### src/rtl/im_loader.sv
`default_nettype none
// ============================================================================
// Module   : im_loader
// Purpose  : Instruction-memory writer. Packs an MSB-first byte stream into
//            32-bit words and writes them to sequential addresses from 0,
//            holding the CPU for the duration of the load.
// Revision : 1.0  initial release
// ============================================================================
module im_loader #(
  parameter int DEPTH          = 32,
  parameter int BYTES_PER_WORD = 4
) (
  input  logic                     clk,
  input  logic                     reset,
  input  logic                     start,
  input  logic [5:0]               word_count,
  input  logic [7:0]               rx_data,
  input  logic                     rx_valid,
  output logic                     rx_ready,
  output logic [$clog2(DEPTH)-1:0] IMWA,
  output logic [31:0]              IMWD,
  output logic                     IMWE,
  output logic                     cpu_hold,
  output logic                     busy,
  output logic                     done
);

  localparam int          ADDR_W      = $clog2(DEPTH);
  localparam logic [5:0]  c_MAX_WORDS = 6'(DEPTH);
  localparam logic [1:0]  c_LAST_BYTE = 2'(BYTES_PER_WORD - 1);

  typedef enum logic [1:0] {
    S_IDLE  = 2'd0,
    S_RECV  = 2'd1,
    S_WRITE = 2'd2,
    S_DONE  = 2'd3
  } state_t;

  state_t              state_q, state_d;
  logic [1:0]          byte_cnt_q, byte_cnt_d;
  logic [ADDR_W-1:0]   addr_q, addr_d;
  logic [5:0]          remaining_q, remaining_d;
  logic [31:0]         shift_q, shift_d;
  logic [ADDR_W-1:0]   imwa_q, imwa_d;
  logic [31:0]         imwd_q, imwd_d;
  logic [5:0]          w_clamped;
  logic [31:0]         w_next_shift;

  // Requested length saturates at the store depth so the address never wraps.
  assign w_clamped    = (word_count > c_MAX_WORDS) ? c_MAX_WORDS : word_count;
  assign w_next_shift = {shift_q[23:0], rx_data};

  // State and datapath registers; reset discards any partial word.
  always_ff @(posedge clk or posedge reset) begin
    if (reset) begin
      state_q     <= S_IDLE;
      byte_cnt_q  <= '0;
      addr_q      <= '0;
      remaining_q <= '0;
      shift_q     <= '0;
      imwa_q      <= '0;
      imwd_q      <= '0;
    end else begin
      state_q     <= state_d;
      byte_cnt_q  <= byte_cnt_d;
      addr_q      <= addr_d;
      remaining_q <= remaining_d;
      shift_q     <= shift_d;
      imwa_q      <= imwa_d;
      imwd_q      <= imwd_d;
    end
  end

  // Next-state logic and per-state strobes.
  always_comb begin
    state_d     = state_q;
    byte_cnt_d  = byte_cnt_q;
    addr_d      = addr_q;
    remaining_d = remaining_q;
    shift_d     = shift_q;
    imwa_d      = imwa_q;
    imwd_d      = imwd_q;
    rx_ready    = 1'b0;
    IMWE        = 1'b0;
    done        = 1'b0;
    case (state_q)
      S_IDLE: begin
        if (start) begin
          remaining_d = w_clamped;
          if (w_clamped == 6'd0) begin
            state_d = S_DONE;
          end else begin
            byte_cnt_d = '0;
            addr_d     = '0;
            state_d    = S_RECV;
          end
        end
      end
      S_RECV: begin
        rx_ready = 1'b1;
        if (rx_valid) begin
          shift_d    = w_next_shift;
          byte_cnt_d = byte_cnt_q + 2'd1;
          if (byte_cnt_q == c_LAST_BYTE) begin
            // Capture the write port here so it holds steady outside WRITE.
            imwa_d  = addr_q;
            imwd_d  = w_next_shift;
            state_d = S_WRITE;
          end
        end
      end
      S_WRITE: begin
        IMWE        = 1'b1;
        addr_d      = addr_q + 1'b1;
        remaining_d = remaining_q - 6'd1;
        byte_cnt_d  = '0;
        state_d     = (remaining_q == 6'd1) ? S_DONE : S_RECV;
      end
      S_DONE: begin
        done    = 1'b1;
        state_d = S_IDLE;
      end
      default: state_d = S_IDLE;
    endcase
  end

  assign IMWA     = imwa_q;
  assign IMWD     = imwd_q;
  assign busy     = (state_q != S_IDLE);
  assign cpu_hold = (state_q == S_RECV) || (state_q == S_WRITE) || (state_q == S_DONE);

endmodule
`default_nettype wire

### config.mk
export PLATFORM = sky130hd
export DESIGN_NAME = im_loader
export DESIGN_NICKNAME = d
export VERILOG_FILES = /design/src/rtl/im_loader.sv
export SDC_FILE = /design/constraint.sdc
export NUM_CORES = 1
export LEC_CHECK = 0
export ABC_AREA = 0
export BUFFER_PORTS_ARGS = -buffer_cell sky130_fd_sc_hd__buf_2
export CORE_MARGIN = 2
export CORE_UTILIZATION = 40
export CTS_BUF_LIST = sky130_fd_sc_hd__clkbuf_16
export DETAILED_ROUTE_END_ITERATION = 10
export PLACE_DENSITY = 0.68
export SLEW_MARGIN = 20
export SYNTH_ARGS = -nofsm -noshare
export SYNTH_HDL_FRONTEND = slang
export SYNTH_SLANG_ARGS = --single-unit
export TNS_END_PERCENT = 100
### constraint.sdc
create_clock -name clk -period 3.5 [get_ports clk]
set_input_delay 0.875 -clock clk [delete_from_list [all_inputs] [get_ports clk]]
set_output_delay 0.875 -clock clk [all_outputs]
set_load 0.01 [all_outputs]
Word level (Yosys, flattened, before mapping) --
Index checks and enable logic that the tools add are counted.
Cells by class: mux-type cells 19, equal/unequal tests 9, $add $sub $neg 3, magnitude comparators 1, reduce and logical (&&, ||, !) cells 13
Operator list (number):
- two-way mux 2 bit | 8
- two-way mux 6 bit | 2
- one-hot mux 6 bit (2 select lines) | 1
- two-way mux 5 bit | 2
- one-hot mux 5 bit (2 select lines) | 1
- AND reduction 3 bit | 3
- != test 2 bit, second input constant | 4
- one-hot mux 2 bit (4 select lines) | 1
- equality test 2 bit, second input constant | 3
- equality test 6 x 1 -> 1 bit, second input constant | 1
- greater-than comparator 6 bit, second input constant | 1
- logical NOT 6 bit | 1
- one-hot mux 2 bit (3 select lines) | 1
- subtractor 6 x 1 -> 6 bit, second input constant | 1
- adder 5 x 1 -> 5 bit, second input constant | 1
- AND reduction 2 bit | 2
- AND reduction 4 bit | 1
- nonzero test 2 bit | 2
- two-way mux 1 bit | 3
- nonzero test 3 bit | 1
- adder 2 x 1 -> 2 bit, second input constant | 1
- equality test 2 x 1 -> 1 bit, second input constant | 1
- logical NOT 2 bit | 1
- logical OR 1 bit | 2
Word-level totals: output and inout bits 42, input port bits 18, register bits 76

Depth between registers and ports, before layout --
depth in word-level cells 6, mapped depth 6, mapped depth without buffers 5

Worst setup path after synthesis --
OpenSTA, ideal clock, no wires.
path kind flip-flop to output port, start point register state_q[0], end point output port cpu_hold, cell stages (with the launch flop) 4, arrival 0.973 ns, setup slack 1.652 ns, buffers on the path 2, required time 2.625 ns, path through dfrtp_1 buf_4 clkbuf_1 or2_2
Between the ends: longest elaborated chain between the ends 3
RTL lines:
- start, declared | line 39 | state_t state_q, state_d;
- start signal, assigned | line 64 | state_q <= state_d;
- equality test 2 x 1 -> 1 bit or equality test 2 bit (tied branches) | line 130 | assign cpu_hold = (state_q == S_RECV) || (state_q == S_WRITE) || (state_q == S_DONE);
- logical OR 1 bit | line 130
- logical OR 1 bit (*) | line 130
- end, declared | line 23 | output logic cpu_hold,
Every way passes the cells marked *; elsewhere a longest branch is shown, timed or not.

Worst setup path in the final report --
start point register state_q[0], end point output port IMWE
Between the ends: longest elaborated chain between the ends 2
RTL lines:
- equality test 2 bit | line 86 | case (state_q)
- two-way mux 1 bit | line 86
- end, declared | line 22 | output logic IMWE,
Every way passes these cells.

==> run summary <==
=================================================================================
Setup repair after global routing missed its margin                            no
Avg Vias per Cell                                                            5.04
Number of inserted diodes                                                       0
Relative slew margins                                                       51.2%
Placer Congestion                                                           0.891
Clock tree root buffer cell                                          sky130_fd_sc_hd__clkbuf_16
End of the worst hold path                                              addr_q[4]
Num CTS Buffers                                                                 9
Leakage Power                                                             2.01 nW
Clock slew seen by the registers of the worst setup and hold paths        0.07 ns
Skew-Pair Late Insertion Delay                                            0.33 ns
Die boundary height                                                  95.1 microns
R2r setup slk                                                             1.28 ns
Hold buffer count at cts                                                        0
Highest-count cells in the layout ignoring fill and taps             sky130_fd_sc_hd__dfrtp_1, sky130_fd_sc_hd__buf_2, sky130_fd_sc_hd__mux2_2
Cells resized by post-CTS repair                                                0
Clock H-tree levels                                                             3
Number of register bits inferred by synthesis                                  76
Nets@finish                                                                   315
Layout area overhead                                                        20.5%
Launch instance of the worst min-delay path                             addr_q[4]
Required time worst endpoint                                              2.62 ns
Total grt overflow                                                              0
Area of the mapped netlist                                           0.00332 sq mm
Measured slew at the worst slew-check pin                                0.733 ns
Post-route clock period utilization                                         74.2%
Worst Reg-to-Reg Cells                                                          3
Worst ir drop on vdd                                                     0.302 mV
Worst hold slack across all endpoints                                    0.502 ns
Hold-critical path depth                                                        1
Floorplan die area                                                   0.00904 sq mm
Clock tree from TritonCTS                                                    done
Main area contributors after synthesis                               sky130_fd_sc_hd__dfrtp_1, sky130_fd_sc_hd__mux2_4, sky130_fd_sc_hd__mux2_2, sky130_fd_sc_hd__ha_1, sky130_fd_sc_hd__nand2_1
First-pass GRT wire length                                                10.2 mm
Synth Net Count                                                               253
Capture instance of the worst register-to-register path                  IMWD[11]
Largest net degree at the start of global routing                              40
Die width                                                            95.1 microns
Kind of launch point of the worst setup path                            flip-flop
Total vias in the final route                                                2031
Outcome                                                              complete, no violations
Iter 0 DRT Violations                                                          71
Critical Path Sink Type                                                output pin
Count of cell types in the netlist                                             46
Leading cell type in the layout, fill and taps excluded              sky130_fd_sc_hd__dfrtp_1
Cells after Synth                                                             231
HPWL Detailed                                                             4.13 mm
Final max-slew violation count                                                  0
IO Pins                                                                        60
Period minus WS final                                                     2.60 ns
Number of buffers on the longest clock path                                     2
Final setup violating endpoints                                                 0
Class of the most critical hold timing path                          flip-flop to flip-flop
Portion of synthesized cell area occupied by the leading cell type          57.3%
Classification of the worst setup path                               flip-flop to output pin
Fraction of layout cells with a size suffix above 1                         49.0%
Total global-route track usage                                              14.8%
Arrival time worst endpoint                                               1.72 ns
Yosys synthesis warning count                                                   0
Final standard cell area without fillers                             0.00400 sq mm
Area of the core                                                     0.00813 sq mm
Final core occ                                                              49.1%
Placed Area                                                          0.00370 sq mm
Avg WL per Cell                                                      15.2 microns
Remaining DRCs                                                                  0
Total setup buffers inserted after CTS                                          0
Antenna violations before repair                                                0
Initial Utilization                                                         40.8%
Reg-to-reg critical path startpoint                                    state_q[0]
Number of standard-cell rows in the floorplan                                  33
Achievable clock frequency                                              0.385 GHz
Number of global-route vias before repair                                    2106
Average size of a mapped cell                                          14.4 sq um
Final setup TNS                                                              0 ns
Setup Skew                                                             0.00735 ns
Fin. Hold Viols                                                                 0
Number of detailed-route iterations in the first pass                           4
Number of violations of the max-capacitance limit                               0
Clk sinks                                                                      76
Post-detailed-route count of antenna-violating nets                             0
Power density normalized to cell area                                 941 mW/mm^2
Library cell occupying the most area in the post-synthesis netlist   sky130_fd_sc_hd__dfrtp_1
Sequential cell area fraction in the yosys report                           57.3%
Count of input and output buffers                                              59
Critical path fanouts, max                                                     19
DRT Wirelength                                                            6.14 mm
Post-route total power                                                  0.00376 W
=================================================================================
## worst max-delay path, cell delays in order, from the launching register on
cell and delay (ns):
sky130_fd_sc_hd__dfrtp_1 0.58, sky130_fd_sc_hd__or2b_2 0.47, sky130_fd_sc_hd__inv_2 0.18, sky130_fd_sc_hd__buf_2 0.16
## through the flow
step                      instances  worst slack (ns)
final                           403             0.903
after global routing            403             0.824
after CTS                       403             0.902
after detailed placement        387              1.25
after global placement          387              1.30
after floorplan                 231             0.687
## how the worst max path moves through the flow
stage,startpoint,to,slack [ns],cells after the start
2_1_floorplan,reset,IMWA[0],0.69,1
3_3_place_gp,state_q[0],IMWE,1.30,3
3_5_place_dp,rx_valid,IMWD[8],1.25,3
4_1_cts,state_q[0],IMWE,0.90,3
5_1_grt,state_q[0],IMWE,0.82,3
6_report,state_q[0],IMWE,0.90,3
## kinds of logic after synthesis
kind of cell / after synthesis / synth area share, %
DFF: 76 / 57.3
AOI/OAI and AO/OA: 31 / 6.64
muxes: 62 / 24.4
and+or+nand+nor: 38 / 6.90
adders and majority gates: 4 / 1.51
buffers and inverters: 20 / 3.21
## synth_stat cells, drive strengths merged
| cell type | count |
|---|---|
| a2111oi | 1 |
| a211oi | 2 |
| a21oi | 4 |
| a221oi | 1 |
| a22o | 1 |
| a22oi | 1 |
| a311oi | 1 |
| a31oi | 4 |
| a41oi | 3 |
| and2 | 1 |
| and2b | 1 |
| and4 | 1 |
| buf | 8 |
| clkbuf | 2 |
| dfrtp | 76 |
| ha | 4 |
| inv | 10 |
| mux2 | 61 |
| mux2i | 1 |
| nand2 | 12 |
| nand2b | 1 |
| nand3 | 3 |
| nand3b | 1 |
| nor2 | 2 |
| nor2b | 4 |
| nor3 | 1 |
| nor3b | 1 |
| nor4 | 2 |
| nor4b | 2 |
| o211a | 1 |
| o211ai | 1 |
| o21a | 1 |
| o21ai | 5 |
| o21bai | 1 |
| o221ai | 2 |
| o22ai | 1 |
| o311ai | 1 |
| or2 | 3 |
| or2b | 1 |
| or3 | 1 |
| or4b | 1 |
## power by group
part           leakage (nW)  switching [W]  internal (W)  total, W
registers             0.958       0.000332       0.00129   0.00162
clock network         0.142       0.000394      0.000500  0.000893
logic                 0.908       0.000525      0.000718   0.00124
total                  2.01        0.00125       0.00251   0.00376
## sequential cells by signal, indices dropped and copies added, names as in the netlist
signal       cells
IMWD            32
shift_q         24
remaining_q      6
IMWA             5
addr_q           5
byte_cnt_q       2
state_q          2
## metal layers
metal / vias up / routed length, microns / global-route usage (%)
met1: 1022 / 2840 / 18.9
met2: 43 / 2910 / 23.5
met5: - / 0 / 0
met3: 7 / 298 / 4.35
li1: 959 / - / -
met4: 0 / 91 / 6.40
## layout make-up
class | instances | area, sq um
inverter | 10 | 38.8
fill | 719 | 4140
tap | 105 | 131
sequential | 76 | 1900
clock buffer | 9 | 225
timing repair buffer | 61 | 323
multi-input combinational | 135 | 1310
clock inverter | 7 | 67.6
Note: power is estimated with default switching activity, not from simulation.
